### config.mk
export PLATFORM = sky130hd
export DESIGN_NAME = rr_burst_arbiter_flat
export DESIGN_NICKNAME = d
export VERILOG_FILES = /design/src/rtl/rr_burst_arbiter_if.sv /design/src/rtl/rr_burst_arbiter.sv /design/src/flat_wrapper.sv
export SDC_FILE = /design/constraint.sdc
export NUM_CORES = 1
export LEC_CHECK = 0
export ABC_CLOCK_PERIOD_IN_PS = 2029
export CORE_MARGIN = 8
export CORE_UTILIZATION = 40
export CTS_CLUSTER_SIZE = 20
export DETAILED_ROUTE_END_ITERATION = 12
export PLACE_DENSITY = 0.72
export SLEW_MARGIN = 0
export SYNTH_ARGS = -nofsm -noshare
export SYNTH_HDL_FRONTEND = slang
export SYNTH_SLANG_ARGS = --single-unit
### constraint.sdc
create_clock -name clk -period 2.03 [get_ports clk]
set_input_delay 0.203 -clock clk [delete_from_list [all_inputs] [get_ports clk]]
set_output_delay 0.203 -clock clk [all_outputs]
set_load 0.03 [all_outputs]
### src/rtl/rr_burst_arbiter_if.sv
// Handshake bundle between the requester front-ends, the burst arbiter
// and the shared resource's beat handshake.
// slave  : arbiter side (consumes requests/beats, produces grant)
// master : environment side (drives requests/beats, observes grant)
interface rr_burst_arbiter_if #(
  parameter int N    = 4,
  parameter int LENW = 4
);
  localparam int IW = $clog2(N);

  logic [N-1:0]      req;
  logic [N*LENW-1:0] req_len;
  logic              beat_valid;
  logic [N-1:0]      grant;
  logic              grant_valid;
  logic [IW-1:0]     owner_idx;
  logic              last_beat;
  logic              timeout_err;

  modport slave (
    input  req, req_len, beat_valid,
    output grant, grant_valid, owner_idx, last_beat, timeout_err
  );

  modport master (
    output req, req_len, beat_valid,
    input  grant, grant_valid, owner_idx, last_beat, timeout_err
  );
endinterface

### src/rtl/rr_burst_arbiter.sv
// Round-robin burst arbiter: locks a grant for a whole burst of
// (req_len+1) beats, then releases for one idle cycle and rotates priority.
// Optional stall watchdog enabled by defining RR_BURST_ARB_TIMEOUT_EN.
module rr_burst_arbiter #(
  parameter int N       = 4,
  parameter int LENW    = 4,
  parameter int TIMEOUT = 16
) (
  input  logic                clk,
  input  logic                rstn,
  rr_burst_arbiter_if.slave   bus
);
  localparam int IW = $clog2(N);

  typedef enum logic {IDLE, ACTIVE} state_t;

  state_t          r_state;
  state_t          w_next_state;
  logic [N-1:0]    r_grant;
  logic [IW-1:0]   r_owner;
  logic [IW-1:0]   r_ptr;
  logic [LENW-1:0] r_beat_cnt;
  logic [LENW-1:0] r_len;

  logic            w_found;
  logic [IW-1:0]   w_pick;
  logic [LENW-1:0] w_pick_len;
  logic [IW-1:0]   w_ptr_nxt;
  logic            w_grant_valid;
  logic            w_last;
  logic            w_abort;

  assign w_grant_valid = |r_grant;
  assign w_last        = w_grant_valid && bus.beat_valid && (r_beat_cnt == r_len);
  // Explicit wrap keeps the rotation correct for non-power-of-2 N.
  assign w_ptr_nxt     = (r_owner == IW'(N - 1)) ? '0 : r_owner + 1'b1;

  // Cyclic search for the first request at or after the priority pointer.
  always_comb begin
    logic [IW:0] sum;
    w_found = 1'b0;
    w_pick  = '0;
    sum     = '0;
    for (int k = 0; k < N; k++) begin
      sum = {1'b0, r_ptr} + (IW + 1)'(k);
      if (sum >= (IW + 1)'(N)) sum = sum - (IW + 1)'(N);
      if (!w_found && bus.req[sum[IW-1:0]]) begin
        w_found = 1'b1;
        w_pick  = sum[IW-1:0];
      end
    end
  end

  // Select the winning requester's burst-length field.
  always_comb begin
    w_pick_len = '0;
    for (int i = 0; i < N; i++) begin
      if (w_pick == IW'(i)) w_pick_len = bus.req_len[i*LENW +: LENW];
    end
  end

  // State register.
  always_ff @(posedge clk or negedge rstn) begin
    if (!rstn) r_state <= IDLE;
    else       r_state <= w_next_state;
  end

  // Next-state logic: grant on any request, release on last beat or abort.
  always_comb begin
    w_next_state = r_state;
    case (r_state)
      IDLE:    if (w_found) w_next_state = ACTIVE;
      ACTIVE:  if (w_last || w_abort) w_next_state = IDLE;
      default: w_next_state = IDLE;
    endcase
  end

  // Grant, owner, pointer and beat counter updates.
  always_ff @(posedge clk or negedge rstn) begin
    if (!rstn) begin
      r_grant    <= '0;
      r_owner    <= '0;
      r_ptr      <= '0;
      r_beat_cnt <= '0;
      r_len      <= '0;
    end else begin
      case (r_state)
        IDLE: begin
          if (w_found) begin
            r_grant    <= {{(N-1){1'b0}}, 1'b1} << w_pick;
            r_owner    <= w_pick;
            r_len      <= w_pick_len;
            r_beat_cnt <= '0;
          end
        end
        ACTIVE: begin
          if (w_last || w_abort) begin
            r_grant <= '0;
            r_ptr   <= w_ptr_nxt;
          end else if (bus.beat_valid) begin
            r_beat_cnt <= r_beat_cnt + 1'b1;
          end
        end
        default: r_grant <= '0;
      endcase
    end
  end

`ifdef RR_BURST_ARB_TIMEOUT_EN
  localparam int SW = (TIMEOUT > 2) ? $clog2(TIMEOUT) : 1;

  logic [SW-1:0] r_stall_cnt;
  logic          r_timeout_err;

  // A beat in the limit cycle wins over the abort.
  assign w_abort = (r_state == ACTIVE) && !bus.beat_valid &&
                   (r_stall_cnt == SW'(TIMEOUT - 1));

  // Consecutive-stall counter and one-cycle abort pulse.
  always_ff @(posedge clk or negedge rstn) begin
    if (!rstn) begin
      r_stall_cnt   <= '0;
      r_timeout_err <= 1'b0;
    end else begin
      r_timeout_err <= w_abort;
      if (r_state != ACTIVE || bus.beat_valid || w_abort) r_stall_cnt <= '0;
      else                                                r_stall_cnt <= r_stall_cnt + 1'b1;
    end
  end

  assign bus.timeout_err = r_timeout_err;
`else
  assign w_abort         = 1'b0;
  assign bus.timeout_err = 1'b0;
`endif

  assign bus.grant       = r_grant;
  assign bus.grant_valid = w_grant_valid;
  assign bus.owner_idx   = r_owner;
  assign bus.last_beat   = w_last;
endmodule

### src/flat_wrapper.sv
// flat-port wrapper written by rule: the top's interface ports become plain ports
module rr_burst_arbiter_flat 
#(
  parameter int N       = 4,
  parameter int LENW    = 4,
  parameter int TIMEOUT = 16
)
  (clk, rstn, bus_req, bus_req_len, bus_beat_valid, bus_grant, bus_grant_valid, bus_owner_idx, bus_last_beat, bus_timeout_err);
  rr_burst_arbiter_if #(.N(N), .LENW(LENW)) bus_i ();
  input  logic clk;
  input  logic rstn;
  input wire logic [$bits(bus_i.req)-1:0] bus_req;
  input wire logic [$bits(bus_i.req_len)-1:0] bus_req_len;
  input wire logic [$bits(bus_i.beat_valid)-1:0] bus_beat_valid;
  output wire logic [$bits(bus_i.grant)-1:0] bus_grant;
  output wire logic [$bits(bus_i.grant_valid)-1:0] bus_grant_valid;
  output wire logic [$bits(bus_i.owner_idx)-1:0] bus_owner_idx;
  output wire logic [$bits(bus_i.last_beat)-1:0] bus_last_beat;
  output wire logic [$bits(bus_i.timeout_err)-1:0] bus_timeout_err;
  assign bus_i.req = bus_req;
  assign bus_i.req_len = bus_req_len;
  assign bus_i.beat_valid = bus_beat_valid;
  assign bus_grant = bus_i.grant;
  assign bus_grant_valid = bus_i.grant_valid;
  assign bus_owner_idx = bus_i.owner_idx;
  assign bus_last_beat = bus_i.last_beat;
  assign bus_timeout_err = bus_i.timeout_err;
  rr_burst_arbiter #(.N(N), .LENW(LENW), .TIMEOUT(TIMEOUT)) u_core (.clk(clk), .rstn(rstn), .bus(bus_i));
endmodule
==> qor.yml <==
area_growth_pct: 42.0
pwr-share-clk: 0.096
hold_viol: 0
io_buffers: 30
leakagePower_nw: 0.635
arrival_ns: 1.77
numCtsBuffers: 3
cts_sinks: 17
cts_buffer_depth: 2
yosysTopAreaCell: "dfrtp_1"
end_kind: "output port"
initial_utilization: 0.424
first_pass_iters: 4
setup_viol_count_final: 0
synth_enable_flop_cells: 0
crit_path_top_delay_cell: "dfrtp_1"
synth-warning-count: 0
grt_max_degree: 18
cp.required_ns: 1.83
ios: 32
cts_tree: "done"
grt_pass1_vias: 1006
gp_congestion: 0.833
met3_length_um: 129
drv_slew: 0
grt_usage: 0.123
grt_antenna_before_repair: 0
core_area_um2: 2500
drc: 0
cp_max_fo: 4
topRoutingLayerUsed: "met4"
finalPower_mw: 1.90
antenna_cells: 0
slowest_delay_ns: 0.45
grt_first_pass_wirelength_um: 4460
yosysSeqAreaShare: 0.401
min_path_type: "input pin to asynchronous set/reset pin"
dp_hpwl_um: 2300
ir_worst_vdd_mv: 0.760
async_flop_share: 1.00
period_share: 0.970
drt_first_iter_violations: 39
clk_pin_slew_worst_paths_ns: 0.10
ys_types: 37
yosys_register_bits: 17
min_period_ns: 1.97
synth_ff_type: "dfrtp_1"
crit_chain: "xnor2_1 -> nand4_1 -> or3b_4 -> inv_1 -> buf_6"
status: "completed"
synth_area_um2: 1060
netSwitchingPower_mw: 0.805
p_int_mw: 1.10
viasPerCell: 5.34
die_area_um2: 4560
yosysTopAreaCellShare: 0.401
nets: 177
avgSynthCellArea_um2: 9.92
synthTopCellsByArea: "dfrtp_1, mux2i_1, a221oi_1, xnor2_1, nor2_1"
met1Wirelength_um: 1190
holdWs_ns: 0.216
finClkSkew_ns: 0.00808
p_per_area_nw_per_um2: 1260
chipWidth_um: 67.5
dieHeight_um: 67.5
drive_gt1_frac: 0.192
synthesis.nets: 132
start_kind: "register"
cts-root-buf: "clkbuf_4"
pwr-share-comb: 0.554
fillCellCount: 224
syn_inst: 107
switching_share: 0.423
insertion_delay_ns: 0.29
path_class: "register to output port"
htreeDepth: 1
max_freq_mhz: 508
wl_met2_um: 1410
drv_cap: 0
grt-ovfl-total: 0
rows: 18
power_frac_seq: 0.350
wl_per_cell_um: 15.1
totalWireLength_um: 2740
vias: 966
final_antenna_net_count: 0
[cell families after synthesis]
| logic type | Yosys count | share of synthesized area |
|---|---|---|
| simple gates | 36 | 0.212 |
| compound gates | 29 | 0.209 |
| flops | 17 | 0.401 |
| buf+inv | 11 | 0.0495 |
| mux | 7 | 0.0684 |
| xor+xnor | 4 | 0.0330 |
| fa+ha+maj | 2 | 0.0236 |
| other cells | 1 | 0.00353 |
[power groups by stage]
stage	Clock [mW]	Sequential, mW	Combinational, mW
finish	0.183	0.666	1.05
global route	0.200	0.687	1.16
CTS	0.187	0.667	1.02
detailed placement	0	0.673	1.02
global placement	0	0.659	0.986
floorplan	0	0.728	0.559
[cells in the final DEF (no fill, tap or decap), drive strengths merged, types with 3 or more instances in the layout]
| cell type | count |
|---|---|
| a211oi | 4 |
| a21oi | 3 |
| a221oi | 4 |
| buf | 14 |
| clkbuf | 3 |
| clkdlybuf4s50 | 29 |
| dfrtp | 17 |
| inv | 8 |
| mux2i | 5 |
| nand2 | 7 |
| nor2 | 10 |
| nor2b | 6 |
| o211ai | 3 |
| o31ai | 3 |
| or2 | 3 |
| xnor2 | 4 |
[timing repair]
item / CTS / global route
resized for setup: 0 / 3
setup endpoints to repair: 0 / 1
setup buffers: 0 / 3
hold buffers: 0 / 0
[cell usage after synthesis, types with 2 or more instances]
library cell  instances
a221oi_1              4
a21oi_1               3
or3b_1                2
mux2i_1               5
mux2_1                2
nor2b_1               5
nand2_1               7
o32ai_1               2
ha_1                  2
nor4_2                2
or2_1                 2
nand4_1               2
nor2_1                9
xnor2_1               4
o22ai_1               2
dfrtp_1              17
a211oi_1              4
o211ai_1              3
inv_1                 7
o21ai_0               2
o31ai_1               3
buf_4                 3
[critical path, delay by kind of cell (launching register included)]
family / cells / cell delay (ns)
buffers and inverters: 2 / 0.20
AND/OR/NAND/NOR: 2 / 0.64
flip-flops: 1 / 0.45
XOR/XNOR: 1 / 0.18
[flip-flops by register name, indices dropped and copies added, names as in the netlist]
register and cells:
u_core.r_ptr 2, u_core.bus.owner_idx 2, u_core.r_state 1, u_core.r_beat_cnt 4, u_core.r_len 4, u_core.bus.grant 4
[final timing paths]
check	start	endpoint	slack, ns	depth (start not counted)
worst max-delay path	u_core.r_beat_cnt[2]	bus_last_beat	0.06	5
worst min-delay path	rstn	u_core.r_beat_cnt[1]	0.22	2
worst max register to register	u_core.r_beat_cnt[2]	u_core.r_ptr[1]	0.21	5
worst min register to register	u_core.r_beat_cnt[3]	u_core.r_beat_cnt[3]	0.51	1
max in group asynchronous	rstn	u_core.r_beat_cnt[0]	1.61	2
min in group clk	u_core.r_beat_cnt[3]	u_core.r_beat_cnt[3]	0.51	1
[routing by layer]
metal	global-route usage	up-vias
li1	-	483
met5	0	-
met1	0.142	465
met2	0.211	16
met3	0.0480	2
met4	0.0209	0
[through the flow]
step / worst slack (ns) / instance area (µm²) / instances / util / setup TNS [ns]
3_3_place_gp: 0.111 / 1450 / 174 / 0.580 / 0
3_5_place_dp: 0.0186 / 1450 / 174 / 0.580 / 0
2_1_floorplan: 0.416 / 1060 / 107 / - / 0
4_1_cts: 0.0210 / 1480 / 178 / 0.591 / 0
5_1_grt: -0.0132 / 1510 / 181 / 0.603 / -0.0132
6_report: 0.0602 / 1510 / 181 / 0.603 / 0
[final cells by class]
type                    instances  area (µm²)  share of cell area
clock buffers                   3        22.5              0.0150
multi-input cells              79         586               0.389
flip-flops and latches         17         427               0.283
clock inverters                 1        5.00             0.00332
well taps                      30        37.5              0.0249
inverters                       8        30.0              0.0199
repair buffers                 43         399               0.265
No activity file was read; power rests on OpenSTA's default activity.
==> variant 1: new RTL, same settings <==
Build with the macro `RR_BURST_ARB_TIMEOUT_EN` defined.
--- a/src/rtl/rr_burst_arbiter.sv
+++ b/src/rtl/rr_burst_arbiter.sv
@@ -3,2 +3,4 @@
 // Optional stall watchdog enabled by defining RR_BURST_ARB_TIMEOUT_EN.
+`define RR_BURST_ARB_TIMEOUT_EN
+
 module rr_burst_arbiter #(
Check against the original RTL: same outputs for any inputs over 10 cycles, from zero or initial values and one cycle with rstn low; that may be too few to reach the edited logic, so the function may still have changed.
==> variant 1 against the unedited design <==
Final area grew 15%. Largest power group unchanged. Via count grew 20%. Routed wire length grew 15%. Clock skew shrank 0.0040 ns. Area after synthesis grew 19%. Largest cell class unchanged. Sequential cell count grew 5. Setup slack gained 0.085 ns. Critical path type is now reg -> reg. Count of clock-buffer cells in the layout grew 1. Total power grew 3.6%.
==> variant 1: results (changes against the unedited design) <==
qor: placed_design.placed_cells_incl_taps 208 [was 174]
qor: final_layout.share_of_final_layout_standard_cells_stronger_than_drive_strength_1 0.161 [was 0.192]
qor: clock_tree.worstSkewPairLatency 0.32 ns [was 0.29 ns]
qor: synth.yosys.area_share.xor_xnor 0.0416 [was 0.0330]
qor: power.max-vdd-ir-drop 531 uV [was 760 uV]
qor: synth.muxShareOfSynthArea 0.0654 [was 0.0684]
qor: synth.syn-instance-count 124 [was 107]
qor: global_routing.first_global_vias 1221 [was 1006]
qor: global_routing.track_usage 0.131 [was 0.123]
qor: setup_path.cp.arrival 2.09 ns [was 1.77 ns]
qor: run_status.outcome complete, no violations [unchanged]
qor: placed_design.place_congestion 0.870 [was 0.833]
qor: synth.synth.yosys.seq_area_share 0.436 [was 0.401]
qor: setup_path.crit_type reg -> reg [was reg -> out]
qor: route.drt-vias-per-instance 5.46 [was 5.34]
qor: placed_design.preCtsSetupSlack 0.0843 ns [was 0.0186 ns]
qor: timing.post-route-worst-setup-slack 0.145 ns [was 0.0602 ns]
qor: setup_path.crit_path_top_delay_cell sky130_fd_sc_hd__or4_4 [was sky130_fd_sc_hd__dfrtp_1]
qor: synth.synth_cell_type_count 38 [was 37]
qor: route.drt_iter0_drc 25 [was 39]
qor: synth.synth-adder-area-share 0.0297 [was 0.0236]
qor: setup_path.critical-path-max-stage-delay 0.55 ns [was 0.45 ns]
qor: synth.synth_compound_gate_area_share 0.213 [was 0.209]
qor: placed_design.port_buffers 31 [was 30]
qor: timing.fin_skew 0.00408 ns [was 0.00808 ns]
qor: power.cellLeakagePower 0.000730 uW [was 0.000635 uW]
qor: synth.synthTopCellsByArea sky130_fd_sc_hd__dfrtp_1 (44%), sky130_fd_sc_hd__mux2i_1 (4.8%), sky130_fd_sc_hd__xnor2_1 (4.2%), sky130_fd_sc_hd__nand2_1 (3.6%), sky130_fd_sc_hd__a32o_1 (3.2%) [was sky130_fd_sc_hd__dfrtp_1 (40%), sky130_fd_sc_hd__mux2i_1 (4.7%), sky130_fd_sc_hd__a221oi_1 (3.3%), sky130_fd_sc_hd__xnor2_1 (3.3%), sky130_fd_sc_hd__nor2_1 (3.2%)]
variant 1: layout make-up:
type	instances	area (um2)
Tap cell	44	55.1
Fill cell	267	1290
Inverter	2	7.51
Multi-Input combinational cell	97	693
Sequential cell	22	553
Timing Repair Buffer	43	394
Clock buffer	4	36.3
variant 1: timing repair:
action,in CTS,in global routing
cloned,0,0
gates resized for setup,4,2
endpoints found under the hold margin,0,0
setup endpoints to repair,2,1
variant 1: power groups by stage:
stage	Clock, uW	Combinational (uW)	Sequential, uW
global route	269	1070	777
CTS	254	994	753
finish	248	970	752
global placement	0	969	747
floorplan	0	578	802
detailed placement	0	1000	759
variant 1: worst min path at each step:
| stage | depth (start not counted) | to | slack (ns) |
|---|---|---|---|
| floorplan | 0 | u_core.bus.grant[0] | -0.09 |
| detailed placement | 1 | u_core.r_stall_cnt[0] | 0.49 |
| finish | 2 | u_core.r_beat_cnt[2] | 0.22 |
| CTS | 2 | u_core.r_stall_cnt[0] | 0.22 |
| global route | 2 | u_core.r_stall_cnt[0] | 0.23 |
| global placement | 1 | u_core.r_stall_cnt[0] | 0.48 |
variant 1: cells by family after synthesis:
family / Yosys count
buf+inv: 5
simple gates: 45
mux: 8
compound gates: 35
flops: 22
fa+ha+maj: 3
xor+xnor: 6
variant 1: worst max-delay path, delay by kind of cell, from the launching register on:
kind | cells | cell delay, ns
simple gates | 3 | 0.75
mux | 1 | 0.35
flops | 1 | 0.44
compound gates | 1 | 0.24
variant 1: layer usage:
layer / vias up / wire (um) / GRT usage
met2: 33 / 1530 / 0.218
met3: 7 / 147 / 0.0331
met1: 559 / 1390 / 0.148
met4: 0 / 86 / 0.0726
met5: - / 0 / 0
li1: 558 / - / -
==> variant 2: new RTL, same flow settings <==
Made on the original files. `LENW` is set to 4 in 3 places; all go to 8.
--- a/src/rtl/rr_burst_arbiter_if.sv
+++ b/src/rtl/rr_burst_arbiter_if.sv
@@ -6,3 +6,3 @@
   parameter int N    = 4,
-  parameter int LENW = 4
+  parameter int LENW = 8
 );
--- a/src/rtl/rr_burst_arbiter.sv
+++ b/src/rtl/rr_burst_arbiter.sv
@@ -5,3 +5,3 @@
   parameter int N       = 4,
-  parameter int LENW    = 4,
+  parameter int LENW    = 8,
   parameter int TIMEOUT = 16
--- a/src/flat_wrapper.sv
+++ b/src/flat_wrapper.sv
@@ -4,3 +4,3 @@
   parameter int N       = 4,
-  parameter int LENW    = 4,
+  parameter int LENW    = 8,
   parameter int TIMEOUT = 16
Interface: changed (resized bus_req_len); port bits go from 32 to 48. No check against the original RTL was run, so the function may have changed too.
==> variant 2 against the unedited design <==
Cell count is 67% higher. Utilization is essentially flat. Fmax is 2.6% lower. Highest routed layer unchanged. Sequential cell count up 8. Combinational power is 39% higher. Area after synthesis grew 52%. Synthesized cell count rose by 69%. Final area up 58%. Setup slack worse by 0.052 ns. Sequential power is 37% higher. Routed wire length increased by 72%. Register-to-register slack got worse by 0.09 ns. Total power up 40%.
==> variant 2: results (changes against the unedited design) <==
qor: placed_design.port_buffers 46 [was 30]
qor: clock_tree.clockRootBuffer sky130_fd_sc_hd__clkbuf_8 [was sky130_fd_sc_hd__clkbuf_4]
qor: synth.synth-adder-area-share 0.0155 [was 0.0236]
qor: placed_design.preCtsSetupSlack -0.0880 ns [was 0.0186 ns]
qor: setup_path.ff2ff_setup_slack 0.12 ns [was 0.21 ns]
qor: synth.synth_cell_type_count 42 [was 37]
qor: timing.fin_hold_ws 0.295 ns [was 0.216 ns]
qor: setup_path.crit-reg2reg-capture u_core.r_ptr[0] [was u_core.r_ptr[1]]
qor: synth.synth.yosys.seq_area_share 0.388 [was 0.401]
qor: run_status.outcome complete, no violations [unchanged]
qor: route.vias 1617 [was 966]
qor: global_routing.first_global_vias 1719 [was 1006]
qor: timing.fin_skew 0.00595 ns [was 0.00808 ns]
qor: placed_design.post_dp_hpwl 3750 um [was 2300 um]
qor: clock_tree.post_cts_resize_count 4 [was 0]
qor: route.drt_iter0_drc 73 [was 39]
qor: setup_path.reg2reg_depth 6 [was 5]
qor: synth.muxShareOfSynthArea 0.0683 [was 0.0684]
qor: power.cellLeakagePower 0.00106 uW [was 0.000635 uW]
qor: power.max-vdd-ir-drop 691 uV [was 760 uV]
qor: global_routing.track_usage 0.153 [was 0.123]
qor: final_layout.share_of_final_layout_standard_cells_stronger_than_drive_strength_1 0.194 [was 0.192]
qor: synth.avg_synthesized_cell_area 8.91 um2 [was 9.92 um2]
qor: setup_path.cp.arrival 1.82 ns [was 1.77 ns]
qor: synth.synthTopCellsByArea sky130_fd_sc_hd__dfrtp_1 (39%), sky130_fd_sc_hd__nand2_1 (5.8%), sky130_fd_sc_hd__mux2i_1 (5.0%), sky130_fd_sc_hd__nand3_1 (5.0%), sky130_fd_sc_hd__nor2_1 (4.4%) [was sky130_fd_sc_hd__dfrtp_1 (40%), sky130_fd_sc_hd__mux2i_1 (4.7%), sky130_fd_sc_hd__a221oi_1 (3.3%), sky130_fd_sc_hd__xnor2_1 (3.3%), sky130_fd_sc_hd__nor2_1 (3.2%)]
qor: setup_path.rr_startpoint u_core.r_beat_cnt[6] [was u_core.r_beat_cnt[2]]
## variant 2: cell types whose count changed in the layout (fill, tap and decap cells not counted), sizes merged, moves of 6 or more
cell,delta
buf,+19
nor2,+9
clkdlybuf4s50,+15
dfrtp,+8
nand2,+19
o21ai,+6
nand3,+15
## variant 2: layer usage
| metal | up-vias | GRT usage | share of wire |
|---|---|---|---|
| met4 | 0 | 0.0444 | 0.0066 |
| met3 | 4 | 0.0417 | 0.055 |
| met1 | 768 | 0.179 | 0.44 |
| met5 | - | 0 | 0 |
| met2 | 47 | 0.263 | 0.49 |
| li1 | 798 | - | - |
## variant 2: where the power goes
group | internal, uW | total (uW) | switching [uW]
clock network | 140 | 302 | 161
registers | 710 | 915 | 204
logic | 743 | 1460 | 712
## variant 2: layout make-up
type                       instances  area share
sequential                        25       0.264
timing repair buffer              78       0.295
multi-input combinational        142       0.387
clock buffer                       4      0.0190
inverter                           3     0.00790
tap                               50      0.0263
